===== src/rtl/scc_run_controller.sv =====
// rtl/scc_run_controller.sv - SCC run controller: core reset sequencing, cycle budget, halt detect, write signature
module scc_run_controller #(
    parameter int                ADDR_W       = 16,
    parameter int                DATA_W       = 32,
    parameter int                CYC_W        = 16,
    parameter int                RESET_CYCLES = 2,
    parameter int                MAX_CYCLES   = 1000,
    parameter int                HALT_REPEAT  = 4,
    parameter logic [DATA_W-1:0] EXPECTED_SIG = '0
) (
    input  logic              clk,
    input  logic              reset,
    input  logic              start,
    input  logic              in_mem_en,
    input  logic [ADDR_W-1:0] in_mem_addr,
    input  logic              data_write,
    input  logic [ADDR_W-1:0] data_addr,
    input  logic [DATA_W-1:0] data_out,
    output logic              core_reset,
    output logic              busy,
    output logic              done,
    output logic              pass,
    output logic              timeout,
    output logic [CYC_W-1:0]  cycle_count,
    output logic [CYC_W-1:0]  write_count,
    output logic [DATA_W-1:0] signature
);

    localparam int RST_W  = $clog2(RESET_CYCLES + 1);
    localparam int HALT_W = $clog2(HALT_REPEAT + 1);

    typedef enum logic [1:0] {
        S_IDLE       = 2'd0,
        S_RESET_CORE = 2'd1,
        S_RUN        = 2'd2,
        S_DONE       = 2'd3
    } state_t;

    state_t              state, state_n;
    logic [RST_W-1:0]    rst_cnt, rst_cnt_n;
    logic [HALT_W-1:0]   halt_cnt, halt_cnt_n;
    logic [ADDR_W-1:0]   last_addr, last_addr_n;
    logic [CYC_W-1:0]    cycle_count_n, write_count_n;
    logic [DATA_W-1:0]   signature_n;
    logic                pass_n, timeout_n;
    logic                core_reset_n, busy_n, done_n;

    logic [DATA_W-1:0]   sig_fold;
    logic [DATA_W-1:0]   sig_run;
    logic [HALT_W-1:0]   halt_upd;
    logic                halt_hit;
    logic                budget_hit;

    // Signature of this cycle including a same-cycle write, so a halt on a write cycle compares the final value.
    assign sig_fold   = {signature[DATA_W-2:0], signature[DATA_W-1]} ^ data_out ^ DATA_W'(data_addr);
    assign sig_run    = data_write ? sig_fold : signature;
    assign halt_upd   = (in_mem_addr == last_addr) ? halt_cnt + HALT_W'(1) : HALT_W'(1);
    assign halt_hit   = in_mem_en && (halt_upd == HALT_W'(HALT_REPEAT));
    assign budget_hit = (cycle_count == CYC_W'(MAX_CYCLES - 1));

    always_ff @(posedge clk) begin
        if (reset) begin
            state       <= S_IDLE;
            rst_cnt     <= '0;
            halt_cnt    <= '0;
            last_addr   <= '0;
            cycle_count <= '0;
            write_count <= '0;
            signature   <= '0;
            pass        <= 1'b0;
            timeout     <= 1'b0;
            core_reset  <= 1'b1;
            busy        <= 1'b0;
            done        <= 1'b0;
        end else begin
            state       <= state_n;
            rst_cnt     <= rst_cnt_n;
            halt_cnt    <= halt_cnt_n;
            last_addr   <= last_addr_n;
            cycle_count <= cycle_count_n;
            write_count <= write_count_n;
            signature   <= signature_n;
            pass        <= pass_n;
            timeout     <= timeout_n;
            core_reset  <= core_reset_n;
            busy        <= busy_n;
            done        <= done_n;
        end
    end

    always_comb begin
        state_n       = state;
        rst_cnt_n     = rst_cnt;
        halt_cnt_n    = halt_cnt;
        last_addr_n   = last_addr;
        cycle_count_n = cycle_count;
        write_count_n = write_count;
        signature_n   = signature;
        pass_n        = pass;
        timeout_n     = timeout;

        case (state)
            S_IDLE, S_DONE: begin
                if (start) begin
                    state_n       = S_RESET_CORE;
                    rst_cnt_n     = '0;
                    halt_cnt_n    = '0;
                    last_addr_n   = '0;
                    cycle_count_n = '0;
                    write_count_n = '0;
                    signature_n   = '0;
                    pass_n        = 1'b0;
                    timeout_n     = 1'b0;
                end
            end
            S_RESET_CORE: begin
                if (rst_cnt == RST_W'(RESET_CYCLES - 1)) begin
                    state_n = S_RUN;
                end else begin
                    rst_cnt_n = rst_cnt + RST_W'(1);
                end
            end
            S_RUN: begin
                cycle_count_n = cycle_count + CYC_W'(1);
                signature_n   = sig_run;
                if (data_write && (write_count != '1)) begin
                    write_count_n = write_count + CYC_W'(1);
                end
                if (in_mem_en) begin
                    halt_cnt_n  = halt_upd;
                    last_addr_n = in_mem_addr;
                end
                // Halt is checked first so a halt on the last budget cycle is not reported as a timeout.
                if (halt_hit) begin
                    state_n   = S_DONE;
                    pass_n    = (sig_run == EXPECTED_SIG);
                    timeout_n = 1'b0;
                end else if (budget_hit) begin
                    state_n   = S_DONE;
                    pass_n    = 1'b0;
                    timeout_n = 1'b1;
                end
            end
            default: begin
                state_n = S_IDLE;
            end
        endcase

        core_reset_n = (state_n != S_RUN);
        busy_n       = (state_n == S_RESET_CORE) || (state_n == S_RUN);
        done_n       = (state_n == S_DONE);
    end

endmodule


===== config.mk =====
export PLATFORM = sky130hd
export DESIGN_NAME = scc_run_controller
export DESIGN_NICKNAME = d
export VERILOG_FILES = /design/src/rtl/scc_run_controller.sv
export SDC_FILE = /design/constraint.sdc
export NUM_CORES = 1
export LEC_CHECK = 0
export ABC_CLOCK_PERIOD_IN_PS = 5900
export BUFFER_PORTS_ARGS = -buffer_cell sky130_fd_sc_hd__buf_2
export CORE_ASPECT_RATIO = 0.8
export CORE_MARGIN = 5
export CORE_UTILIZATION = 40
export DETAILED_ROUTE_END_ITERATION = 16
export PLACE_DENSITY = 0.65
export SETUP_SLACK_MARGIN = 0.15
export SYNTH_ARGS = -nofsm -noshare
export SYNTH_HDL_FRONTEND = slang
export SYNTH_SLANG_ARGS = --single-unit

===== constraint.sdc =====
create_clock -name clk -period 5.9 [get_ports clk]
set_input_delay 0.59 -clock clk [delete_from_list [all_inputs] [get_ports clk]]
set_output_delay 0.59 -clock clk [all_outputs]
set_load 0.01 [all_outputs]

==> results of run 1 <==
==> worst paths after layout <==
kind / depth (start not counted) / startpoint / endpoint
max: 7 / data_write / pass
min reg2reg: 2 / halt_cnt[2] / halt_cnt[2]
min: 2 / halt_cnt[2] / halt_cnt[2]
max reg2reg: 8 / state[0] / pass
==> power breakdown <==
group | leakage (µW) | internal (µW) | switching (µW)
clock | 0.000142 | 309 | 240
combinational | 0.00153 | 64.2 | 87.8
sequential | 0.000741 | 624 | 3.12
total | 0.00241 | 998 | 331
==> sequential cells by signal, indices dropped and copies added (netlist names) <==
name and cells:
core_reset 1, cycle_count 16, halt_cnt 3, signature 32, timeout 1, write_count 16, last_addr 16, pass 1
rst_cnt 2, busy 1, state 2, done 1
==> metal layers <==
layer  up-vias  global-route usage  part of all wire
met3         7              0.0502             0.084
met5         -                   0                 0
met4         0              0.0345            0.0059
met1      1995               0.249              0.47
li1       2129                   -                 -
met2       145               0.269              0.44
==> Yosys cell counts, drive strengths merged (2+ instances only) <==
| master | count |
|---|---|
| nor2 | 99 |
| dfxtp | 92 |
| a22oi | 52 |
| xnor2 | 48 |
| xor2 | 30 |
| clkbuf | 22 |
| nand2 | 20 |
| nand3 | 16 |
| o21ai | 15 |
| nand4 | 14 |
| a21oi | 13 |
| nor3 | 13 |
| mux2 | 11 |
| or3 | 11 |
| ha | 8 |
| inv | 8 |
| nand2b | 7 |
| o31ai | 7 |
| nor4 | 6 |
| nor2b | 5 |
| and3 | 4 |
| buf | 4 |
| xnor3 | 4 |
| a31oi | 3 |
| mux2i | 3 |
| a21o | 2 |
| and4 | 2 |
| or4 | 2 |
==> through the flow <==
step                       util  hold slack, ns  cells  power (µW)
after floorplan               -           0.445    534         740
after global placement    0.476           0.451    796         790
after detailed placement  0.476           0.472    796         793
after CTS                 0.501           0.484    812        1350
after global routing      0.501           0.503    812        1390
final                     0.501           0.478    812        1330
==> worst max-delay path, stage by stage <==
cell and delay (ns):
buf_2 0.28, inv_1 0.43, o21ai_0 0.20, or4_1 0.54
nor4_1 0.32, nand4_1 0.13, o21ai_1 0.16
==> cell families after synthesis <==
family | synth area share
AND/OR/NAND/NOR | 0.207
multiplexers | 0.0331
XOR/XNOR | 0.166
adder cells (fa/ha/maj) | 0.0215
AO/OA/AOI/OAI | 0.148
flip-flops | 0.396
buffers and inverters | 0.0283
==> cell type report <==
cell class                 instances  area, µm²  share of cell area
clock buffer                      11        253              0.0441
sequential                        92       1840               0.321
tap                              148        185              0.0323
timing repair buffer             140        708               0.124
multi-input combinational        408       2680               0.467
inverter                           8       30.0             0.00524
clock inverter                     5       35.0             0.00611
==> implementation parameters, run 1 <==
Parameter                              Value

Route
  Antenna-violating nets left ... 0
  WL/cell ... around 15 µm
  Avg Vias per Cell ... 5.27
  Detailed-router iteration count before antenna repair ... 6
  # DRC ... 0
  Number of DRC markers after the initial detailed-route iteration ... about 250
  Total number of vias ... 4276
  Total detailed-routing wirelength ... 12300 µm

Clock tree
  CTS H-tree depth ... 3
  Clock Sink Count ... 92
  Number of post-CTS setup repair buffers ... 0
  Clk slew on worst S/H paths ... 0.06 ns
  CTS tree ... yes
  Hold-fix buffers at CTS ... 0
  # resized after CTS ... 0
  CTS Buf Count ... 9
  Clock Path Buffers ... 2
  Clock root buffer master ... clkbuf_16
  Clock network latency to the later pin of the worst-skew pair ... between 0.3 and 0.4 ns

Final layout
  Finished Cell Area ... 5730 µm²
  Fillers ... roughly 1100
  Layout net count ... 736
  Most common cell after layout, fill and taps aside ... buf_2
  Most frequent cells in the layout ... buf_2 (137), nor2_1 (99), dfxtp_1 (92)
  Synthesis-to-layout area growth ... 23.3%
  Total inserted antenna cells ... 0
  Share of cells above drive strength 1 ... 0.258

Floorplan
  Effective utilization at floorplan ... 0.407
  Chip height ... around 110 µm
  Number of cell rows ... 35
  Width of the chip ... 131 µm
  Placeable core area ... 11400 µm²
  Number of top-level pins ... between 100 and 150
  Full die area ... 13900 µm²

Yosys
  Cell count after synthesis ... 534
  Ys flop type ... dfxtp_1
  Library cells used by synthesis ... 45
  Post-synth design cell area ... 4650 µm²
  Syn nets ... 611
  Sequential cell area fraction in the yosys report ... 0.396
  Warnings from Yosys ... 0
  Flip-flop and latch count after synthesis ... between 90 and 100
  Number of flops mapped to enable cells by yosys ... 0
  Mean post-synth cell area ... about 8.7 µm²
  Share of flip-flops with an asynchronous set or reset after synthesis ... 0
  Top-area cell type share of the netlist area ... 0.396
  Synth area leader ... dfxtp_1
  Synth area leaders ... dfxtp_1 (40%), xnor2_1 (9.0%), a22oi_1 (8.4%), nor2_1 (8.0%), xor2_1 (5.7%)

Global routing
  Global-route wire length before repair ... 19900 µm
  Number of global-route vias before repair ... 4104
  Initial antenna violation count ... 0
  Remaining global-route overflow ... 0
  Combined global-route utilization of all metal layers ... 0.176
  Largest net degree at the start of global routing ... between 60 and 70

Timing
  Setup violation total in the final timing report ... 0
  Worst Tran Pin Value ... 0.957 ns
  Minimum setup slack in the final design ... 3.50 ns
  Final worst path period share ... 0.406
  Final hold violation count ... 0
  Largest clock skew in the final design ... 0.00528 ns
  Number of slew-limit violations in the final report ... 0
  Shortest period the worst path allows ... around 2.4 ns
  Final sum of negative setup slack ... 0 ns
  Achievable Freq ... 0.417 GHz
  RSZ-0062 raised after global routing ... false
  Relative slew margins ... 0.362

Placed design
  Post-place instance area ... 5440 µm²
  Setup slack at placement ... 3.08 ns
  Final Wtd Congestion ... 0.850
  Count of input and output buffers ... 137
  HPWL Detailed ... around 9000 µm

Worst setup path
  WS Path Type ... input port to flip-flop
  Setup slack of the worst register-to-register path ... 3.51 ns
  Nature of the critical path startpoint ... input port
  Worst Path Max Fanout ... 29
  Type of destination of the critical path ... flip-flop
  Arr. time, crit path ... approximately 2.7 ns
  Required time at the endpoint of the critical path ... approximately 6.2 ns

Power and ir drop
  Peak VDD IR ... roughly 0.13 mV
  Leakage power summed over all cells ... ~0.0024 µW
  PwrDens ... around 230 nW/µm²

Run status
  Status ... finished, final reports clean

Job
  Number of max-cap violations ... 0

Hold path
  Worst hold-check path type ... flip-flop to flip-flop
(Power assumes the default switching activity.)
==> run 2, diff against run 1 <==
- ABC_AREA: unset -> 1
- ABC_CLOCK_PERIOD_IN_PS: 5900 -> 2310
- PLACE_DENSITY: 0.65 -> 0.64
- clock period: 5.9 -> 2.31 ns (I/O delays scaled with it)
==> run 2 against run 1 <==
  * Synthesized cell count is 62% higher
  * Die area rose by 15%
  * Sequential share of layout area fell by 4.6 points
  * Combinational power increased to 13 times the previous value
  * Design area up 17%
  * Largest power group is now combinational cells
==> implementation parameters, run 2 <==
Parameter                              Value

Yosys
  Share of flip-flops with an asynchronous set or reset after synthesis ... 0
  Post-synth design cell area ... 5390 µm²
  Cell with the most instances after synthesis ... nand2_1
  Warnings from Yosys ... 0
  Syn nets ... 944
  Flip-flop and latch count after synthesis ... 92
  Cell count after synthesis ... 867
  Synth area leaders ... dfxtp_1 (34%), nand2_1 (21%), a21oi_1 (7.7%), inv_1 (7.2%), nor2_1 (5.7%)
  Ys flop type ... dfxtp_1
  Synth cell count leaders ... nand2_1 (305), inv_1 (103), dfxtp_1 (92), a21oi_1 (83), nor2_1 (82)
  Library cells used by synthesis ... 37
  Top-area cell type share of the netlist area ... 0.342
  Number of flops mapped to enable cells by yosys ... 0
  Synth area leader ... dfxtp_1
  Mean post-synth cell area ... 6.21 µm²
  Sequential cell area fraction in the yosys report ... 0.342

Worst setup path
  Required time at the endpoint of the critical path ... 2.54 ns
  Delay of the slowest cell on the worst path ... 0.38 ns
  Cells along the critical path ... ha_2, nand2_1, nor3_4, nand2_1, nor2_2, nand3_1, nand2_2, nand2_2, buf_4, a21oi_1, nor2_1
  Type of destination of the critical path ... flip-flop
  WS Path Type ... flip-flop to flip-flop
  Number of buffers and inverters on the critical path ... 1
  Slowest-stage cell, CP ... dfxtp_1
  Largest delay share family, worst path ... simple AND/OR/NAND/NOR gates
  Nature of the critical path startpoint ... flip-flop
  Worst Path Max Fanout ... 8
  Arr. time, crit path ... 2.26 ns

Final layout
  Core occupancy in the finished layout ... 0.514
  Most frequent cells in the layout ... nand2_1 (302), buf_2 (137), inv_1 (103)
  Share of cells above drive strength 1 ... 0.212
  Top reg by flops ... signature
  Most common cell after layout, fill and taps aside ... nand2_1
  Final instance count without filler cells ... 1192
  Layout net count ... 1090
  Finished Cell Area ... 6690 µm²
  Max reg flops ... 32
  Fillers ... 1326
  Synthesis-to-layout area growth ... 24.3%

Floorplan
  Width of the chip ... 140 µm
  Number of cell rows ... 37
  Effective utilization at floorplan ... 0.414
  Chip height ... around 110 µm
  Number of top-level pins ... 138
  Placeable core area ... 13000 µm²
  Full die area ... 15900 µm²

Timing
  Achievable Freq ... 0.493 GHz
  Final sum of negative setup slack ... 0 ns
  Number of slew-limit violations in the final report ... 0
  Final worst path period share ... 0.879
  RSZ-0062 raised after global routing ... true
  Largest clock skew in the final design ... between 0.004 and 0.005 ns
  Worst Tran Pin Value ... around 0.8 ns
  Final hold violation count ... 0
  Shortest period the worst path allows ... 2.03 ns
  Setup violation total in the final timing report ... 0
  Relative slew margins ... 0.466

Global routing
  Largest net degree at the start of global routing ... 67
  Met3 Track Usage GR ... 0.0469
  Most heavily used metal layer in global routing ... met2
  Global-route wire length before repair ... 23400 µm
  Combined global-route utilization of all metal layers ... 0.173
  Remaining global-route overflow ... 0
  Global routing usage on met2 ... 0.257
  Initial antenna violation count ... 0
  Number of global-route vias before repair ... 4892
  Global routing usage on met1 ... 0.254

Route
  Number of DRC markers after the initial detailed-route iteration ... 342
  Avg Vias per Cell ... 4.64
  Total number of vias ... 5525
  WL/cell ... ~12 µm
  # DRC ... 0
  Antenna-violating nets left ... 0
  Detailed-router iteration count before antenna repair ... 4
  Total detailed-routing wirelength ... roughly 14000 µm

Placed design
  Final Wtd Congestion ... 0.819
  Post-place instance area ... 6270 µm²
  HPWL Detailed ... ~10000 µm
  Placed insts ... around 1200
  Count of input and output buffers ... 137

Hold path
  Worst hold-check path type ... input port to flip-flop

Clock tree
  Clock root buffer master ... clkbuf_16
  Clock network latency to the later pin of the worst-skew pair ... around 0.33 ns
  Hold-fix buffers at CTS ... 0
  CTS Buf Count ... 9
  CTS tree ... yes
  Clk slew on worst S/H paths ... approximately 0.060 ns
  Clock Path Buffers ... 2
  CTS H-tree depth ... 3
  Clock Sink Count ... 92

Job
  Number of max-cap violations ... 0

Power and ir drop
  Leakage power summed over all cells ... 0.00314 µW
  PwrDens ... 795 nW/µm²
  Peak VDD IR ... about 0.47 mV

Run status
  Status ... finished, final reports clean
run 2: cell count changes after synthesis, sizes merged, moves of 16 or more:
cell / previous run / this run
a21oi: 13 / 83
a22oi: 52 / 0
inv: 8 / 107
nand2: 20 / 312
nand3: 16 / 49
o21ai: 15 / 31
xnor2: 48 / 15
xor2: 30 / 6
run 2: final cells by class:
cell class              count  area (µm²)  area share
multi-input cells         643        3060       0.458
flip-flops and latches     92        1840       0.275
repair buffers            158         843       0.126
inverters                 109         414      0.0619
clock buffers              12         246      0.0368
well taps                 175         219      0.0327
clock inverters             2        60.1     0.00897
diodes                      1        2.50    0.000374
run 2: logic make-up after synthesis:
group / count (synthesis) / share of synthesized area
simple gates: 494 / 0.394
xor+xnor: 21 / 0.0341
flops: 92 / 0.342
fa+ha+maj: 8 / 0.0186
compound gates: 119 / 0.114
buf+inv: 133 / 0.0976
run 2: layer usage:
layer | up-vias | wire, µm
met5 | - | 0
met4 | 0 | 79
met3 | 7 | 834
met2 | 129 | 5800
met1 | 2378 | 7420
li1 | 3011 | -
run 2: power breakdown:
group	switching (µW)	total (µW)	internal, µW
clock network	577	1540	967
registers	87.4	1790	1700
logic	1320	1990	672
total	1980	5320	3340
run 2: timing repair:
| item | CTS | global route |
|---|---|---|
| endpoints found under the setup margin | 0 | 30 |
| gates resized for setup | 0 | 11 |
| setup buffers | 0 | 8 |
run 2: worst min-delay path: stages:
cell	delay, ns
buf_2	0.11
nand2_1	0.06
a21oi_1	0.05
run 2: path summary, 6_finish.rpt:
check / start / to / slack (ns) / cells after the start
max: write_count[0] / write_count[10] / 0.28 / 11
min: in_mem_addr[6] / last_addr[6] / 0.16 / 3
max reg2reg: write_count[0] / write_count[10] / 0.28 / 11
min reg2reg: rst_cnt[1] / rst_cnt[1] / 0.47 / 2
run 2: stage by stage:
stage / hold slack [ns] / total power (µW) / worst slack, ns
3_5_place_dp: 0.460 / 3590 / 0.211
5_1_grt: 0.162 / 5670 / 0.129
2_1_floorplan: 0.347 / 3120 / 0.496
3_3_place_gp: 0.457 / 3570 / 0.271
4_1_cts: 0.146 / 5140 / 0.197
6_report: 0.160 / 5320 / 0.280
==> run 3, diff against run 2 <==
- ABC_AREA: 1 -> unset
- PLACE_DENSITY: 0.64 -> 0.65
==> run 3 against run 2 <==
  * Combinational power decreased by 79%
  * Sequential share of layout area up 3.8 points
  * Clock skew grew 0.00094 ns
  * Die area fell by 13%
  * Fmax is 3.2% lower
  * Critical path depth down 3
  * Design area is 12% lower
  * Via count fell by 22%
  * Worst hold slack improved by 0.014 ns
  * Flip-flop and latch count did not move
  * Critical path type unchanged
  * Critical endpoint is now cycle_count[13]
  * Largest cell class unchanged
  * Highest routed layer unchanged
==> implementation parameters, run 3 (synthesized netlist as in run 1, its figures left out) <==
Parameter                              Value

Run status
  Status ... finished, final reports clean

Timing
  Largest clock skew in the final design ... 0.00560 ns
  Shortest period the worst path allows ... 2.10 ns
  Achievable Freq ... 0.477 GHz
  Final hold violation count ... 0
  RSZ-0062 raised after global routing ... true
  Setup violation total in the final timing report ... 0
  Worst Tran Pin Value ... 0.533 ns
  Final hold slack ... about 0.17 ns
  Relative slew margins ... 0.641
  Number of slew-limit violations in the final report ... 0
  Final worst path period share ... 0.908
  Final sum of negative setup slack ... 0 ns

Global routing
  Combined global-route utilization of all metal layers ... 0.173
  Largest net degree at the start of global routing ... 44
  Global-route wire length before repair ... 19800 µm
  Remaining global-route overflow ... 0
  Initial antenna violation count ... 0
  Number of global-route vias before repair ... about 4200

Worst setup path
  Worst Path Max Fanout ... 6
  Arr. time, crit path ... 2.31 ns
  Required time at the endpoint of the critical path ... between 2 and 3 ns
  Type of destination of the critical path ... flip-flop
  WS Path Type ... flip-flop to flip-flop
  Setup slack of the worst register-to-register path ... 0.21 ns
  Nature of the critical path startpoint ... flip-flop

Route
  Avg Vias per Cell ... 5.27
  WL/cell ... 15.0 µm
  Number of DRC markers after the initial detailed-route iteration ... roughly 220
  Detailed-router iteration count before antenna repair ... 8
  Total detailed-routing wirelength ... 12300 µm
  Antenna-violating nets left ... 0
  # DRC ... 0
  Routed wl met2 ... 5510 µm
  Met3 wire length ... 880 µm
  Total number of vias ... roughly 4300
  Highest routing layer actually used ... met4
  Met1 routed wirelength after detailed routing ... 5820 µm

Floorplan
  Full die area ... 13900 µm²
  Number of cell rows ... 35
  Effective utilization at floorplan ... 0.407
  Number of top-level pins ... 138
  Width of the chip ... approximately 130 µm
  Placeable core area ... 11400 µm²
  Chip height ... 106 µm

Clock tree
  CTS tree ... yes
  Clock network latency to the later pin of the worst-skew pair ... 0.34 ns
  Number of post-CTS setup repair buffers ... 0
  Clock Sink Count ... 92
  Clock root buffer master ... clkbuf_16
  CTS Buf Count ... 9
  Clk slew on worst S/H paths ... about 0.070 ns
  Clock Path Buffers ... 2
  CTS H-tree depth ... 3

Final layout
  Share of cells above drive strength 1 ... 0.284
  Most frequent cells in the layout ... buf_2 (137), nor2_1 (97), dfxtp_1 (92)
  Final instance count without filler cells ... 823
  Layout net count ... 747
  Core occupancy in the finished layout ... 0.515
  Synthesis-to-layout area growth ... 26.7%
  Top reg by flops ... signature
  Max reg flops ... 32
  Total inserted antenna cells ... 0
  Most common cell after layout, fill and taps aside ... buf_2

Hold path
  Worst hold-check path type ... input port to flip-flop

Placed design
  Count of input and output buffers ... ~140
  Final Wtd Congestion ... 0.840
  Placed insts ... 807
  HPWL Detailed ... 9160 µm

Job
  Number of max-cap violations ... 0

Power and ir drop
  Peak VDD IR ... 0.362 mV
  Total power consumption of the routed design ... 3530 µW
  PwrDens ... between 500 and 600 nW/µm²
  Leakage power summed over all cells ... 0.00249 µW
[run 3: cell count changes in the layout (fill, tap and decap cells not counted), moves of 14 or more]
cell | previous run | this run
a22oi_1 | 0 | 52
nand3_1 | 49 | 16
a21oi_1 | 83 | 12
nand2_1 | 302 | 20
nor2_1 | 81 | 97
inv_1 | 103 | 8
xor2_1 | 6 | 30
xnor2_1 | 15 | 48
or2_2 | 15 | 1
o21ai_0 | 28 | 14
[run 3: report_power, final]
part | switching [µW] | total, µW | leakage, µW | internal, µW
Combinational | 232 | 410 | 0.00160 | 179
Sequential | 7.46 | 1600 | 0.000741 | 1590
Clock | 618 | 1520 | 0.000148 | 900
Total | 857 | 3530 | 0.00249 | 2670
[run 3: worst max-delay path: stages (launching register included)]
cell	delay (ns)
dfxtp_1	0.34
inv_1	0.07
ha_2	0.32
mux2i_2	0.23
or4b_4	0.59
nor2_4	0.12
nand3_1	0.10
xor2_1	0.14
nor2_1	0.05
[run 3: path summary, 6_finish.rpt]
| check | startpoint | end | cells after the start |
|---|---|---|---|
| setup / recovery | state[0] | cycle_count[13] | 8 |
| hold / removal | in_mem_addr[11] | last_addr[11] | 3 |
| setup reg to reg | state[0] | cycle_count[13] | 8 |
| hold reg to reg | halt_cnt[2] | halt_cnt[2] | 2 |
[run 3: final cells by class]
class / instances / area (µm²)
Fill cell: 1140 / 5540
Multi-Input combinational cell: 408 / 2730
Sequential cell: 92 / 1840
Timing Repair Buffer: 151 / 791
Clock buffer: 11 / 253
Tap cell: 148 / 185
Clock inverter: 5 / 58.8
Inverter: 8 / 30.0
[run 3: metal layers]
| layer | vias to the layer above | global-route usage |
|---|---|---|
| li1 | 2151 | - |
| met1 | 2043 | 0.238 |
| met2 | 131 | 0.271 |
| met3 | 10 | 0.0497 |
| met4 | 0 | 0.0367 |
| met5 | - | 0 |
[run 3: stage by stage]
step	worst slack, ns	cell area (µm²)
5_1_grt	0.112	5890
2_1_floorplan	0.262	4650
3_5_place_dp	0.134	5530
6_report	0.213	5890
4_1_cts	0.136	5840
3_3_place_gp	0.208	5530
[run 3: what timing repair did]
action,CTS,global route
hold buffers,0,0
pin swaps,0,1
setup endpoints to repair,1,18
gates resized for setup,1,11
